### config.mk
export PLATFORM = sky130hd
export DESIGN_NAME = switch_input_scanner_flat
export DESIGN_NICKNAME = d
export VERILOG_FILES = /design/src/rtl/switch_input_pkg.sv /design/src/rtl/switch_input_scanner_if.sv /design/src/rtl/switch_channel.sv /design/src/rtl/switch_input_scanner.sv /design/src/flat_wrapper.sv
export SDC_FILE = /design/constraint.sdc
export NUM_CORES = 1
export LEC_CHECK = 0
export BUFFER_PORTS_ARGS = -buffer_cell sky130_fd_sc_hd__buf_2
export CAP_MARGIN = 20
export CORE_MARGIN = 2
export CORE_UTILIZATION = 40
export CTS_CLUSTER_DIAMETER = 60
export DETAILED_ROUTE_END_ITERATION = 6
export HOLD_SLACK_MARGIN = 0.12
export PLACE_DENSITY = 0.64
export SYNTH_ARGS = -nofsm -noshare
export SYNTH_HDL_FRONTEND = slang
export SYNTH_SLANG_ARGS = --single-unit
export TNS_END_PERCENT = 30
### constraint.sdc
create_clock -name clock -period 5.65 [get_ports clock]
set_input_delay 0.2825 -clock clock [delete_from_list [all_inputs] [get_ports clock]]
set_output_delay 0.2825 -clock clock [all_outputs]
set_load 0.01 [all_outputs]
### src/rtl/switch_input_pkg.sv
// rtl/switch_input_pkg.sv - shared types and helpers for the switch input scanner
package switch_input_pkg;

  // Kind values double as bit positions inside each channel's pending vector.
  typedef enum logic [1:0] {
    PRESS   = 2'd0,
    RELEASE = 2'd1,
    LONG    = 2'd2
  } event_kind_t;

  localparam int EVENT_KIND_COUNT = 3;

  // Width of a channel index; a single channel still needs one bit.
  function automatic int idx_width(input int n);
    return (n > 1) ? $clog2(n) : 1;
  endfunction

endpackage

### src/rtl/switch_input_scanner_if.sv
// rtl/switch_input_scanner_if.sv - valid/ready event stream between scanner and consumer
interface switch_input_scanner_if #(
  parameter int NUM_SWITCHES = 4
);
  import switch_input_pkg::*;

  localparam int IDX_W = idx_width(NUM_SWITCHES);

  logic             event_valid;
  logic             event_ready;
  logic [IDX_W-1:0] event_index;
  event_kind_t      event_kind;

  modport master (
    output event_valid,
    output event_index,
    output event_kind,
    input  event_ready
  );

  modport slave (
    input  event_valid,
    input  event_index,
    input  event_kind,
    output event_ready
  );

endinterface

### src/rtl/switch_channel.sv
// rtl/switch_channel.sv - one switch: synchroniser, debounce filter, hold timer, pending events
module switch_channel
  import switch_input_pkg::*;
#(
  parameter int FILTER_COUNTER_MAX   = 3,
  parameter int LONG_PRESS_TICKS     = 500,
  parameter int SYNCHRONIZE_FF_DEPTH = 2
) (
  input  logic                        clock,
  input  logic                        reset,
  input  logic                        async_in,
  input  logic                        sample_tick,
  input  logic [EVENT_KIND_COUNT-1:0] clear_pending,
  output logic                        level_out,
  output logic [EVENT_KIND_COUNT-1:0] pending,
  output logic                        overflow_pulse
);

  localparam int FILT_W = (FILTER_COUNTER_MAX > 0) ? $clog2(FILTER_COUNTER_MAX + 1) : 1;
  localparam int HOLD_W = $clog2(LONG_PRESS_TICKS + 1);

  logic [SYNCHRONIZE_FF_DEPTH-1:0] sync_q;
  logic                            synced;
  logic [FILT_W-1:0]               filt_q, filt_d;
  logic                            level_q, level_d;
  logic [HOLD_W-1:0]               hold_q, hold_d;
  logic [EVENT_KIND_COUNT-1:0]     pend_q, pend_d;
  logic [EVENT_KIND_COUNT-1:0]     post;

  assign synced         = sync_q[SYNCHRONIZE_FF_DEPTH-1];
  assign level_out      = level_q;
  assign pending        = pend_q;
  // A post only loses an event when the bit is still set after this cycle's clear.
  assign overflow_pulse = |(post & pend_q & ~clear_pending);

  // Shift the raw pin through the synchroniser chain.
  always_ff @(posedge clock or posedge reset) begin
    if (reset) begin
      sync_q <= '0;
    end else begin
      sync_q <= {sync_q[SYNCHRONIZE_FF_DEPTH-2:0], async_in};
    end
  end

  // Debounce filter, hold timer and event posting, evaluated on sample ticks only.
  always_comb begin
    filt_d  = filt_q;
    level_d = level_q;
    hold_d  = hold_q;
    post    = '0;
    if (sample_tick) begin
      if (synced != level_q) begin
        if (filt_q < FILT_W'(FILTER_COUNTER_MAX)) begin
          filt_d = filt_q + FILT_W'(1);
        end else begin
          filt_d  = '0;
          level_d = ~level_q;
          if (level_q) begin
            post[RELEASE] = 1'b1;
          end else begin
            post[PRESS] = 1'b1;
          end
        end
      end else begin
        filt_d = '0;
      end
      if (!level_q && level_d) begin
        hold_d = '0;
      end else if (level_q && level_d && (hold_q < HOLD_W'(LONG_PRESS_TICKS))) begin
        hold_d = hold_q + HOLD_W'(1);
        if (hold_q == HOLD_W'(LONG_PRESS_TICKS - 1)) begin
          post[LONG] = 1'b1;
        end
      end
    end
    // Set wins over a same-cycle clear so a freshly posted event is never dropped.
    pend_d = (pend_q & ~clear_pending) | post;
  end

  // Channel state registers.
  always_ff @(posedge clock or posedge reset) begin
    if (reset) begin
      filt_q  <= '0;
      level_q <= 1'b0;
      hold_q  <= '0;
      pend_q  <= '0;
    end else begin
      filt_q  <= filt_d;
      level_q <= level_d;
      hold_q  <= hold_d;
      pend_q  <= pend_d;
    end
  end

endmodule

### src/rtl/switch_input_scanner.sv
// rtl/switch_input_scanner.sv - prescaler, per-channel debounce and round-robin event serialiser
module switch_input_scanner
  import switch_input_pkg::*;
#(
  parameter int NUM_SWITCHES         = 4,
  parameter int SAMPLE_DIVIDER       = 10000,
  parameter int FILTER_COUNTER_MAX   = 3,
  parameter int LONG_PRESS_TICKS     = 500,
  parameter int SYNCHRONIZE_FF_DEPTH = 2
) (
  input  logic                      clock,
  input  logic                      reset,
  input  logic [NUM_SWITCHES-1:0]   async_in,
  output logic [NUM_SWITCHES-1:0]   level_out,
  switch_input_scanner_if.master    ev,
  output logic                      overflow,
  input  logic                      clear_overflow
);

  localparam int IDX_W = idx_width(NUM_SWITCHES);
  localparam int PRE_W = $clog2(SAMPLE_DIVIDER);

  logic [PRE_W-1:0]            presc_q, presc_d;
  logic                        sample_tick;

  logic [EVENT_KIND_COUNT-1:0] pending       [NUM_SWITCHES];
  logic [EVENT_KIND_COUNT-1:0] clear_pending [NUM_SWITCHES];
  logic [NUM_SWITCHES-1:0]     ovf_pulse;

  logic [IDX_W-1:0]            rr_q, rr_d;
  int                          cand;
  logic [IDX_W-1:0]            cand_idx;
  logic                        grant_any;
  logic [IDX_W-1:0]            grant_idx;
  logic [EVENT_KIND_COUNT-1:0] grant_pend;
  event_kind_t                 grant_kind;
  logic                        load;

  logic                        valid_q, valid_d;
  logic [IDX_W-1:0]            index_q, index_d;
  event_kind_t                 kind_q, kind_d;
  logic                        overflow_q, overflow_d;

  assign sample_tick    = (presc_q == PRE_W'(SAMPLE_DIVIDER - 1));
  assign ev.event_valid = valid_q;
  assign ev.event_index = index_q;
  assign ev.event_kind  = kind_q;
  assign overflow       = overflow_q;

  // Free-running prescaler that wraps after SAMPLE_DIVIDER cycles.
  always_comb begin
    presc_d = sample_tick ? '0 : presc_q + PRE_W'(1);
  end

  for (genvar g = 0; g < NUM_SWITCHES; g++) begin : g_ch
    switch_channel #(
      .FILTER_COUNTER_MAX  (FILTER_COUNTER_MAX),
      .LONG_PRESS_TICKS    (LONG_PRESS_TICKS),
      .SYNCHRONIZE_FF_DEPTH(SYNCHRONIZE_FF_DEPTH)
    ) u_channel (
      .clock         (clock),
      .reset         (reset),
      .async_in      (async_in[g]),
      .sample_tick   (sample_tick),
      .clear_pending (clear_pending[g]),
      .level_out     (level_out[g]),
      .pending       (pending[g]),
      .overflow_pulse(ovf_pulse[g])
    );
  end

  // Round-robin search from rr_q for the first channel with anything pending.
  always_comb begin
    cand      = 0;
    cand_idx  = '0;
    grant_any = 1'b0;
    grant_idx = '0;
    for (int i = 0; i < NUM_SWITCHES; i++) begin
      cand = int'(rr_q) + i;
      if (cand >= NUM_SWITCHES) begin
        cand = cand - NUM_SWITCHES;
      end
      cand_idx = IDX_W'(cand);
      if (!grant_any && (|pending[cand_idx])) begin
        grant_any = 1'b1;
        grant_idx = cand_idx;
      end
    end
  end

  // Kind priority PRESS > LONG > RELEASE keeps one press cycle in chronological order.
  always_comb begin
    grant_pend = pending[grant_idx];
    grant_kind = PRESS;
    if (grant_pend[PRESS]) begin
      grant_kind = PRESS;
    end else if (grant_pend[LONG]) begin
      grant_kind = LONG;
    end else if (grant_pend[RELEASE]) begin
      grant_kind = RELEASE;
    end
  end

  // Output register load, pending-bit clear, pointer advance and sticky overflow.
  always_comb begin
    load = grant_any && (!valid_q || ev.event_ready);
    for (int i = 0; i < NUM_SWITCHES; i++) begin
      clear_pending[i] = '0;
    end
    rr_d    = rr_q;
    valid_d = valid_q;
    index_d = index_q;
    kind_d  = kind_q;
    if (load) begin
      clear_pending[grant_idx][grant_kind] = 1'b1;
      rr_d    = (grant_idx == IDX_W'(NUM_SWITCHES - 1)) ? '0 : grant_idx + IDX_W'(1);
      valid_d = 1'b1;
      index_d = grant_idx;
      kind_d  = grant_kind;
    end else if (ev.event_ready) begin
      valid_d = 1'b0;
    end
    // A new overflow in the same cycle as the clear request keeps the flag set.
    overflow_d = (overflow_q && !clear_overflow) || (|ovf_pulse);
  end

  // Top-level state registers.
  always_ff @(posedge clock or posedge reset) begin
    if (reset) begin
      presc_q    <= '0;
      rr_q       <= '0;
      valid_q    <= 1'b0;
      index_q    <= '0;
      kind_q     <= PRESS;
      overflow_q <= 1'b0;
    end else begin
      presc_q    <= presc_d;
      rr_q       <= rr_d;
      valid_q    <= valid_d;
      index_q    <= index_d;
      kind_q     <= kind_d;
      overflow_q <= overflow_d;
    end
  end

endmodule

### src/flat_wrapper.sv
// flat-port wrapper written by rule: the top's interface ports become plain ports
module switch_input_scanner_flat import switch_input_pkg::*;
#(
  parameter int NUM_SWITCHES         = 4,
  parameter int SAMPLE_DIVIDER       = 10000,
  parameter int FILTER_COUNTER_MAX   = 3,
  parameter int LONG_PRESS_TICKS     = 500,
  parameter int SYNCHRONIZE_FF_DEPTH = 2
)
  (clock, reset, async_in, level_out, overflow, clear_overflow, ev_event_valid, ev_event_index, ev_event_kind, ev_event_ready);
  switch_input_scanner_if #(.NUM_SWITCHES(NUM_SWITCHES)) ev_i ();
  input  logic clock;
  input  logic reset;
  input  logic [NUM_SWITCHES-1:0] async_in;
  output logic [NUM_SWITCHES-1:0] level_out;
  output logic overflow;
  input  logic clear_overflow;
  output wire logic [$bits(ev_i.event_valid)-1:0] ev_event_valid;
  output wire logic [$bits(ev_i.event_index)-1:0] ev_event_index;
  output wire logic [$bits(ev_i.event_kind)-1:0] ev_event_kind;
  input wire logic [$bits(ev_i.event_ready)-1:0] ev_event_ready;
  assign ev_event_valid = ev_i.event_valid;
  assign ev_event_index = ev_i.event_index;
  assign ev_event_kind = ev_i.event_kind;
  assign ev_i.event_ready = ev_event_ready;
  switch_input_scanner #(.NUM_SWITCHES(NUM_SWITCHES), .SAMPLE_DIVIDER(SAMPLE_DIVIDER), .FILTER_COUNTER_MAX(FILTER_COUNTER_MAX), .LONG_PRESS_TICKS(LONG_PRESS_TICKS), .SYNCHRONIZE_FF_DEPTH(SYNCHRONIZE_FF_DEPTH)) u_core (.clock(clock), .reset(reset), .async_in(async_in), .level_out(level_out), .ev(ev_i), .overflow(overflow), .clear_overflow(clear_overflow));
endmodule
==> results of run 1 <==
placed cells by master, fill, tap and decap left out, drive strengths merged, types with 5 or more instances in the layout:
| master | count |
|---|---|
| buf | 19 |
| o21ai | 27 |
| ha | 13 |
| nand2 | 64 |
| nand3 | 24 |
| clkbuf | 13 |
| or3 | 7 |
| a21oi | 9 |
| nand2b | 9 |
| nor2 | 56 |
| and3 | 9 |
| xnor2 | 8 |
| and2 | 8 |
| inv | 18 |
| dfrtp | 90 |
| a21o | 5 |
| dlygate4sd3 | 5 |
| nand4 | 13 |
| nor3 | 8 |
| xor2 | 32 |
what timing repair did:
item | CTS | global route
hold buffers | 5 | 0
hold endpoints to repair | 23 | 0
setup endpoints to repair | 0 | 0
flip-flops by register name (all words and copies together), names as in the netlist:
| name | flops |
|---|---|
| u_core.overflow | 1 |
| u_core.g_ch.u_channel.hold_q | 36 |
| u_core.ev.event_kind | 2 |
| u_core.rr_q | 2 |
| u_core.g_ch.u_channel.pending | 12 |
| u_core.g_ch.u_channel.sync_q | 8 |
| u_core.g_ch.u_channel.filt_q | 8 |
| u_core.ev.event_index | 2 |
| u_core.g_ch.u_channel.level_out | 4 |
| u_core.ev.event_valid | 1 |
| u_core.presc_q | 14 |
worst min path at each step:
| stage | from | to | slack (ns) | depth (start not counted) |
|---|---|---|---|---|
| 4_1_cts | ev_event_ready | u_core.ev.event_valid | 0.24 | 3 |
| 3_3_place_gp | reset | u_core.g_ch[3].u_channel.hold_q[4] | 0.25 | 2 |
| 5_1_grt | ev_event_ready | u_core.ev.event_valid | 0.26 | 3 |
| 3_5_place_dp | reset | u_core.g_ch[3].u_channel.hold_q[4] | 0.26 | 2 |
| 2_1_floorplan | async_in[0] | u_core.g_ch[0].u_channel.sync_q[0] | 0.31 | 0 |
| 6_report | ev_event_ready | u_core.ev.event_valid | 0.24 | 3 |
area by class of cell:
| type | count | area [sq um] |
|---|---|---|
| fillers | 1088 | 6175 |
| clock inverters | 3 | 40.04 |
| flip-flops and latches | 90 | 2252 |
| inverters | 19 | 72.57 |
| repair buffers | 24 | 150.1 |
| multi-input cells | 354 | 2212 |
| clock buffers | 13 | 240.2 |
| well taps | 143 | 178.9 |
power by group:
group	switching (mW)	internal, mW
clock network	0.241	0.342
logic	0.490	0.270
registers	0.0618	0.699
total	0.794	1.31
logic make-up (layout without fill, tap and decap cells):
family	Yosys count	in the layout
xor gates and xnor gates	40	40
muxes	4	4
DFF	90	90
and+or+nand+nor	227	227
AOI/OAI and AO/OA	70	70
buffers and inverters	32	59
adders and majority gates	13	13
routing by layer:
metal / routed length, microns / GRT usage, % / vias up / share of wire, %
met5: 0 / 0 / - / 0
met4: 218 / 7.325 / 0 / 2.3
met3: 320 / 3.647 / 19 / 3.4
met2: 4357 / 26.06 / 64 / 46
met1: 4519 / 22.24 / 1673 / 48
li1: - / - / 1708 / -
metrics by stage:
stage	cell area, sq um	setup WS (ns)
detailed placement	4816	2.416
CTS	5146	2.377
floorplan	4608	3.032
global route	5146	1.971
global placement	4816	2.502
finish	5146	2.384
critical path, delay by kind of cell (launching register included):
family | cells | cell delay [ns]
simple gates | 4 | 2.28
compound gates | 2 | 0.48
flops | 1 | 0.42
==> parameters.txt, run 1 <==
Parameter                              Value

Run status
  Outcome ... finished clean

Clock network
  Sinks on the clock net ... 90
  Clock tree from TritonCTS ... built
  Later-pin clock latency in the skew report ... 0.35 ns
  Clock transition at the register clock pins on the worst setup and hold paths after CTS ... 0.06 ns
  Clock root buffer master ... clkbuf_16
  TritonCTS buffer count ... 9
  Post-CTS Resized ... 0
  Clock Path Buffers ... 2
  CTS H-Tree Depth ... 3
  Buffers inserted during post-CTS setup optimization ... 0

Global route
  Overall fraction of global-route tracks in use ... 16.59%
  Number of antenna violations at the first check in global routing ... 0
  Number of global-route vias before repair ... 3459
  Total grt overflow ... 0
  Wire length of the first global-routing pass ... 16660 microns
  Pin count of the biggest net entering global routing ... 72

Flow run
  Max-cap violations ... 0

Worst setup path
  Worst setup path category ... flop to flop
  Flop-to-flop setup slack ... approximately 2.4 ns
  R2R cell count ... 6
  Crit start category ... flop
  Critical-path top delay cell ... nor2_1
  Required time at the endpoint of the critical path ... about 5.9 ns
  Reg2Reg Launch Point ... u_core.presc_q[11]
  Maximum fanout count along the critical path ... 21
  Capture point of the worst reg-to-reg path ... u_core.g_ch[3].u_channel.hold_q[6]
  Crit path cell chain ... nor4b_1 > nand4_1 > nor2_1 > o2111ai_1 > or3_1 > a21oi_1
  Worst Path Arrival ... 3.53 ns
  Launching instance or port of the critical path ... u_core.presc_q[11]
  Crit path capture ... u_core.g_ch[3].u_channel.hold_q[6]
  Critical path's largest stage delay ... 0.77 ns
  Crit end category ... flop

Routing
  DR iter-0 viols ... 197
  Routed Antenna Nets ... 0
  Vias after detailed routing ... between 3000 and 4000
  DR WL/cell ... 14.57 microns
  Detailed Route WL ... 9415 microns
  First-pass DRT Iterations ... 4
  Vias per std cell ... 5.362
  Total DRC errors in the routed layout ... 0

Pwr
  Leakage ... 2.448 nW
  IR drop worst, VDD ... between 0.2 and 0.3 mV
  Final total power ... 2.105 mW
  Areal power density over the cells ... slightly above 400 mW/mm^2

Floorplan
  Chip Width ... approximately 110 microns
  Height of the chip ... about 110 microns
  Number of core rows ... 39
  Core region area ... 0.01132 sq mm
  DIE AREA ... 0.01240 sq mm
  Boundary Pins ... 18
  Starting density of the core ... 40.71%

Synth
  Simple-gate portion of the synthesized area ... 24.93%
  Number of nets in the synthesized netlist ... 497
  Share of synthesized area occupied by flip-flops and latches ... 48.87%
  Synth area leader ... dfrtp_1
  Count of yosys warnings during synthesis ... 0
  Yosys cell types ... 57
  Proportion of register bits with asynchronous set or reset after synthesis ... 100.0%
  Cell count after synthesis ... 476
  Adder and majority cell fraction of the synthesized area ... 3.530%
  Xor and xnor area share after synthesis ... 7.602%
  Main synth FF type ... dfrtp_1
  Share of synthesized area spent on multiplexers ... 0.9775%
  Share of the synthesized area in the top cell type ... around half
  Cell area after synthesis ... 0.004608 sq mm
  Number of flops mapped to enable cells by yosys ... 0
  Mean instance size in the synthesized netlist ... 9.681 sq um
  Synth Area in Compound Gates ... 10.97%
  Library cell with the highest instance count after synthesis ... dfrtp_1
  Synthesized flop and latch total ... 90
  List of most frequent post-synthesis cells ... dfrtp_1, nand2_1, nor2_1
  Dominant combinational cell family by area after synthesis ... simple AND/OR/NAND/NOR gates
  Most area-consuming cells after synthesis ... dfrtp_1, xor2_1, nand2_1

Final layout
  Fin nets ... 519
  Area added between synthesis and finish ... 11.68%
  Utilization of the core after routing ... 45.46%
  Fin cells ... 646
  Number of diodes added for antenna fixing ... 0
  Layout cell share with drive strength beyond 1 ... 10.14%

Timing
  Crit path time final ... approximately 3.3 ns
  Transition time at the pin with the least slew margin ... 0.8769 ns
  Share of the cycle needed by the critical path after routing ... 57.80%
  Summed negative setup slack over all endpoints ... 0 ns
  Final Hold Violating Endpoints ... 0
  Rel. slew slack ... 41.54%
  Number of max-slew violations in the final report ... 0
  Fmax achieved ... ~300 MHz
  Final setup fails ... 0
  Final-layout worst hold slack ... 0.2444 ns
  Post-Route Skew ... 0.008591 ns
  Setup repair after global routing missed its margin ... no

Placed design
  Placed Instances ... 625
  Placed wire-length estimate ... 6738 microns
  IO buf count ... 17
  Final RePlAce weighted congestion ... 0.8403

Hold path
  Worst hold path type ... input port to flop
(Power assumes the default switching activity.)
==> run 2, diff against run 1 <==
ABC_AREA = 1   (was not set)
PLACE_DENSITY = 0.66   (was 0.64)
clock period = 2.8 ns   (was 5.65 ns; I/O delays follow)
==> parameters.txt, run 2 <==
Parameter                              Value

Routing
  Vias after detailed routing ... 4278 (+23%)
  DR iter-0 viols ... 214 (+8.6%)
  Total DRC errors in the routed layout ... 0 (unchanged)
  Routed Antenna Nets ... 0 (unchanged)
  Vias per std cell ... 4.940 (-7.9%)
  DR WL/cell ... 11.92 microns (-18%)
  Detailed Route WL ... 10320 microns (+9.7%)
  First-pass DRT Iterations ... 4 (unchanged)

Timing
  Final-layout worst hold slack ... 0.2025 ns (-0.04193 ns)
  Crit path time final ... 2.583 ns (-0.6824 ns)
  Rel. slew slack ... 52.84% (+11 points)
  Final setup fails ... 0 (unchanged)
  Post-Route Skew ... 0.009253 ns (+0.0006618 ns)
  Number of max-slew violations in the final report ... 0 (unchanged)
  Fmax achieved ... 387.1 MHz (+26%)
  Final Hold Violating Endpoints ... 0 (unchanged)
  Summed negative setup slack over all endpoints ... 0 ns (unchanged)
  Transition time at the pin with the least slew margin ... 0.7066 ns (-0.1704 ns)
  Share of the cycle needed by the critical path after routing ... 92.26% (+34 points)

Synth
  Number of flops mapped to enable cells by yosys ... 0 (unchanged)
  Count of yosys warnings during synthesis ... 0 (unchanged)
  Cell count after synthesis ... 657 (+38%)
  Yosys cell types ... 33 (-42%)
  Library cell with the highest instance count after synthesis ... nand2_1
  Synth area leader ... dfrtp_1
  Number of nets in the synthesized netlist ... 678 (+36%)
  Cell area after synthesis ... 0.004999 sq mm (+8.5%)
  Main synth FF type ... dfrtp_1
  Proportion of register bits with asynchronous set or reset after synthesis ... 100.0% (unchanged)
  Mean instance size in the synthesized netlist ... 7.608 sq um (-21%)
  Share of the synthesized area in the top cell type ... 45.06% (-3.8 points)
  Synthesized flop and latch total ... 90 (unchanged)
  Share of synthesized area occupied by flip-flops and latches ... 45.06% (-3.8 points)
  Most area-consuming cells after synthesis ... dfrtp_1, nand2_1, inv_1
  List of most frequent post-synthesis cells ... nand2_1, inv_1, dfrtp_1

Pwr
  Final total power ... 5.254 mW (+150%)
  Switching share of power ... 44.56% (+6.8 points)
  Areal power density over the cells ... 913.0 mW/mm^2 (+120%)
  Share of total power in sequential cells ... 28.8% (-7.4 points)
  IR drop worst, VDD ... 0.5681 mV (+100%)
  Leakage ... 2.741 nW (+12%)
  Portion of total power attributed to the clock network ... 21.4% (-6.3 points)
  Switching pwr ... 2.341 mW (+190%)
  Power share of the combinational group ... 49.8% (+14 points)
  Internal Dissipation ... 2.913 mW (+120%)

Worst setup path
  Worst setup path category ... flop to flop
  Required time at the endpoint of the critical path ... 3.03 ns (-2.88 ns)
  Maximum fanout count along the critical path ... 6 (-71%)
  Launching instance or port of the critical path ... u_core.rr_q[1]
  Flop-to-flop setup slack ... 0.22 ns (-2.17 ns)
  Crit path capture ... u_core.overflow
  Reg2Reg Launch Point ... u_core.rr_q[1]
  Worst Path Arrival ... 2.81 ns (-0.72 ns)
  Crit start category ... flop
  Crit end category ... flop
  R2R cell count ... 20 (+14)
  Capture point of the worst reg-to-reg path ... u_core.overflow

Final layout
  Fin nets ... 714 (+38%)
  Utilization of the core after routing ... 47.51% (+2.1 points)
  Flip-flop count of the largest register after layout ... 36 (unchanged)
  Leading cell type in the layout, fill and taps excluded ... nand2_1
  Number of diodes added for antenna fixing ... 0 (unchanged)
  Finished layout cell area ... 0.005754 sq mm (+12%)
  Largest register by flop count ... u_core.g_ch.u_channel.hold_q
  Layout cell share with drive strength beyond 1 ... 12.46% (+2.3 points)
  Most used cells in the layout excluding fill and tap cells ... nand2_1, inv_1, dfrtp_1, nor2_1, o21ai_0
  Area added between synthesis and finish ... 15.12%

Global route
  Number of antenna violations at the first check in global routing ... 0 (unchanged)
  Overall fraction of global-route tracks in use ... 17.12% (+0.53 points)
  Met2 track demand over resource ... 27.21% (+1.2 points)
  Total grt overflow ... 0 (unchanged)
  Global-route met1 utilization ... 22.53% (+0.29 points)
  Busiest grt layer ... met2
  Met3 Use GR ... 4.864% (+1.2 points)
  Pin count of the biggest net entering global routing ... 52 (-28%)
  Number of global-route vias before repair ... 4094 (+18%)
  Wire length of the first global-routing pass ... 18320 microns (+10%)

Placed design
  Placed wire-length estimate ... 7587 microns (+13%)
  Final RePlAce weighted congestion ... 0.8949 (+6.5%)
  Total cell area at the placement stage ... 0.005316 sq mm (+10%)
  IO buf count ... 17 (unchanged)

Clock network
  Sinks on the clock net ... 90 (unchanged)
  Clock transition at the register clock pins on the worst setup and hold paths after CTS ... 0.06 ns (about the same)
  Clock tree from TritonCTS ... built
  Clock root buffer master ... clkbuf_16
  TritonCTS buffer count ... 9 (unchanged)
  Clock Path Buffers ... 2 (unchanged)
  CTS H-Tree Depth ... 3 (unchanged)
  Later-pin clock latency in the skew report ... 0.35 ns (about the same)

Floorplan
  Core region area ... 0.01211 sq mm (+7.0%)
  Height of the chip ... 115.8 microns (+4.0%)
  Starting density of the core ... 41.27% (+0.57 points)
  Number of core rows ... 40 (+2.6%)
  DIE AREA ... 0.01341 sq mm (+8.2%)
  Chip Width ... 115.8 microns (+4.0%)
  Boundary Pins ... 18 (unchanged)

Flow run
  Max-cap violations ... 0 (unchanged)

Run status
  Outcome ... finished clean

Hold path
  Worst hold path type ... input port to flop
[run 2: changes by cell type in the layout (fill, tap and decap cells not counted), sizes merged, moves of 8 or more]
cell	change
a21oi	+17
and2	-8
inv	+85
nand3	+23
o21ai	+15
xor2	-21
nand2b	-9
nor3	+19
buf	+12
nor2	+30
nand2	+90
[run 2: critical path, cell delays in order (launching register included)]
cell and delay [ns]:
dfrtp_2 0.46, inv_2 0.12, nand2_1 0.07, nand2_2 0.11
nor2_1 0.05, nand2_1 0.08, nand2_2 0.10, nand2_1 0.08
clkinv_1 0.08, nand2_1 0.08, nand3_2 0.10, a21oi_4 0.26
nand3_2 0.12, nand2_4 0.12, nand2_4 0.08, nor2_4 0.16
nand2_1 0.09, nand3_1 0.07, nand2_1 0.06, nor2_1 0.10
nand3_1 0.07
[run 2: cell families after synthesis]
family / synth area share, %
xor+xnor: 2.103
simple gates: 30.96
buf+inv: 9.236
fa+ha+maj: 3.254
compound gates: 9.162
mux: 0.2253
flops: 45.06
[run 2: per-layer routing]
| metal | share of wire [%] | vias up |
|---|---|---|
| li1 | - | 2184 |
| met1 | 47 | 1990 |
| met2 | 47 | 80 |
| met3 | 4.1 | 24 |
| met4 | 2.4 | 0 |
| met5 | 0 | - |
[run 2: power groups by stage]
| stage | Sequential (mW) | Combinational, mW | Clock (mW) |
|---|---|---|---|
| 5_1_grt | 1.52 | 2.92 | 1.22 |
| 3_3_place_gp | 1.53 | 2.20 | 0 |
| 4_1_cts | 1.50 | 2.28 | 1.17 |
| 6_report | 1.51 | 2.62 | 1.12 |
| 2_1_floorplan | 1.51 | 1.81 | 0 |
| 3_5_place_dp | 1.53 | 2.26 | 0 |
[run 2: timing repair]
action	4_1_cts	5_1_grt
setup endpoints to repair	0	1
hold buffers	6	0
buffers inserted	0	5
hold endpoints to repair	44	0
resized for setup	0	21
[run 2: final cells by class]
class / count / area (sq um)
Multi-Input combinational cell: 451 / 2337
Sequential cell: 90 / 2255
Inverter: 104 / 396.6
Clock inverter: 7 / 51.30
Tap cell: 168 / 210.2
Fill cell: 1204 / 6357
Clock buffer: 9 / 225.2
Timing Repair Buffer: 37 / 279.0
[run 2: metrics by stage]
stage               worst slack (ns)  std cells
floorplan                     0.3247        657
global placement              0.2311        839
detailed placement            0.1385        839
CTS                           0.1336        861
global route                -0.01956        866
finish                        0.2168        866
[run 2: worst min path at each step]
stage	start	endpoint	depth (start not counted)
global route	clear_overflow	u_core.overflow	6
CTS	clear_overflow	u_core.overflow	6
floorplan	async_in[0]	u_core.g_ch[0].u_channel.sync_q[0]	0
finish	clear_overflow	u_core.overflow	6
detailed placement	async_in[2]	u_core.g_ch[2].u_channel.sync_q[0]	1
global placement	async_in[3]	u_core.g_ch[3].u_channel.sync_q[0]	1
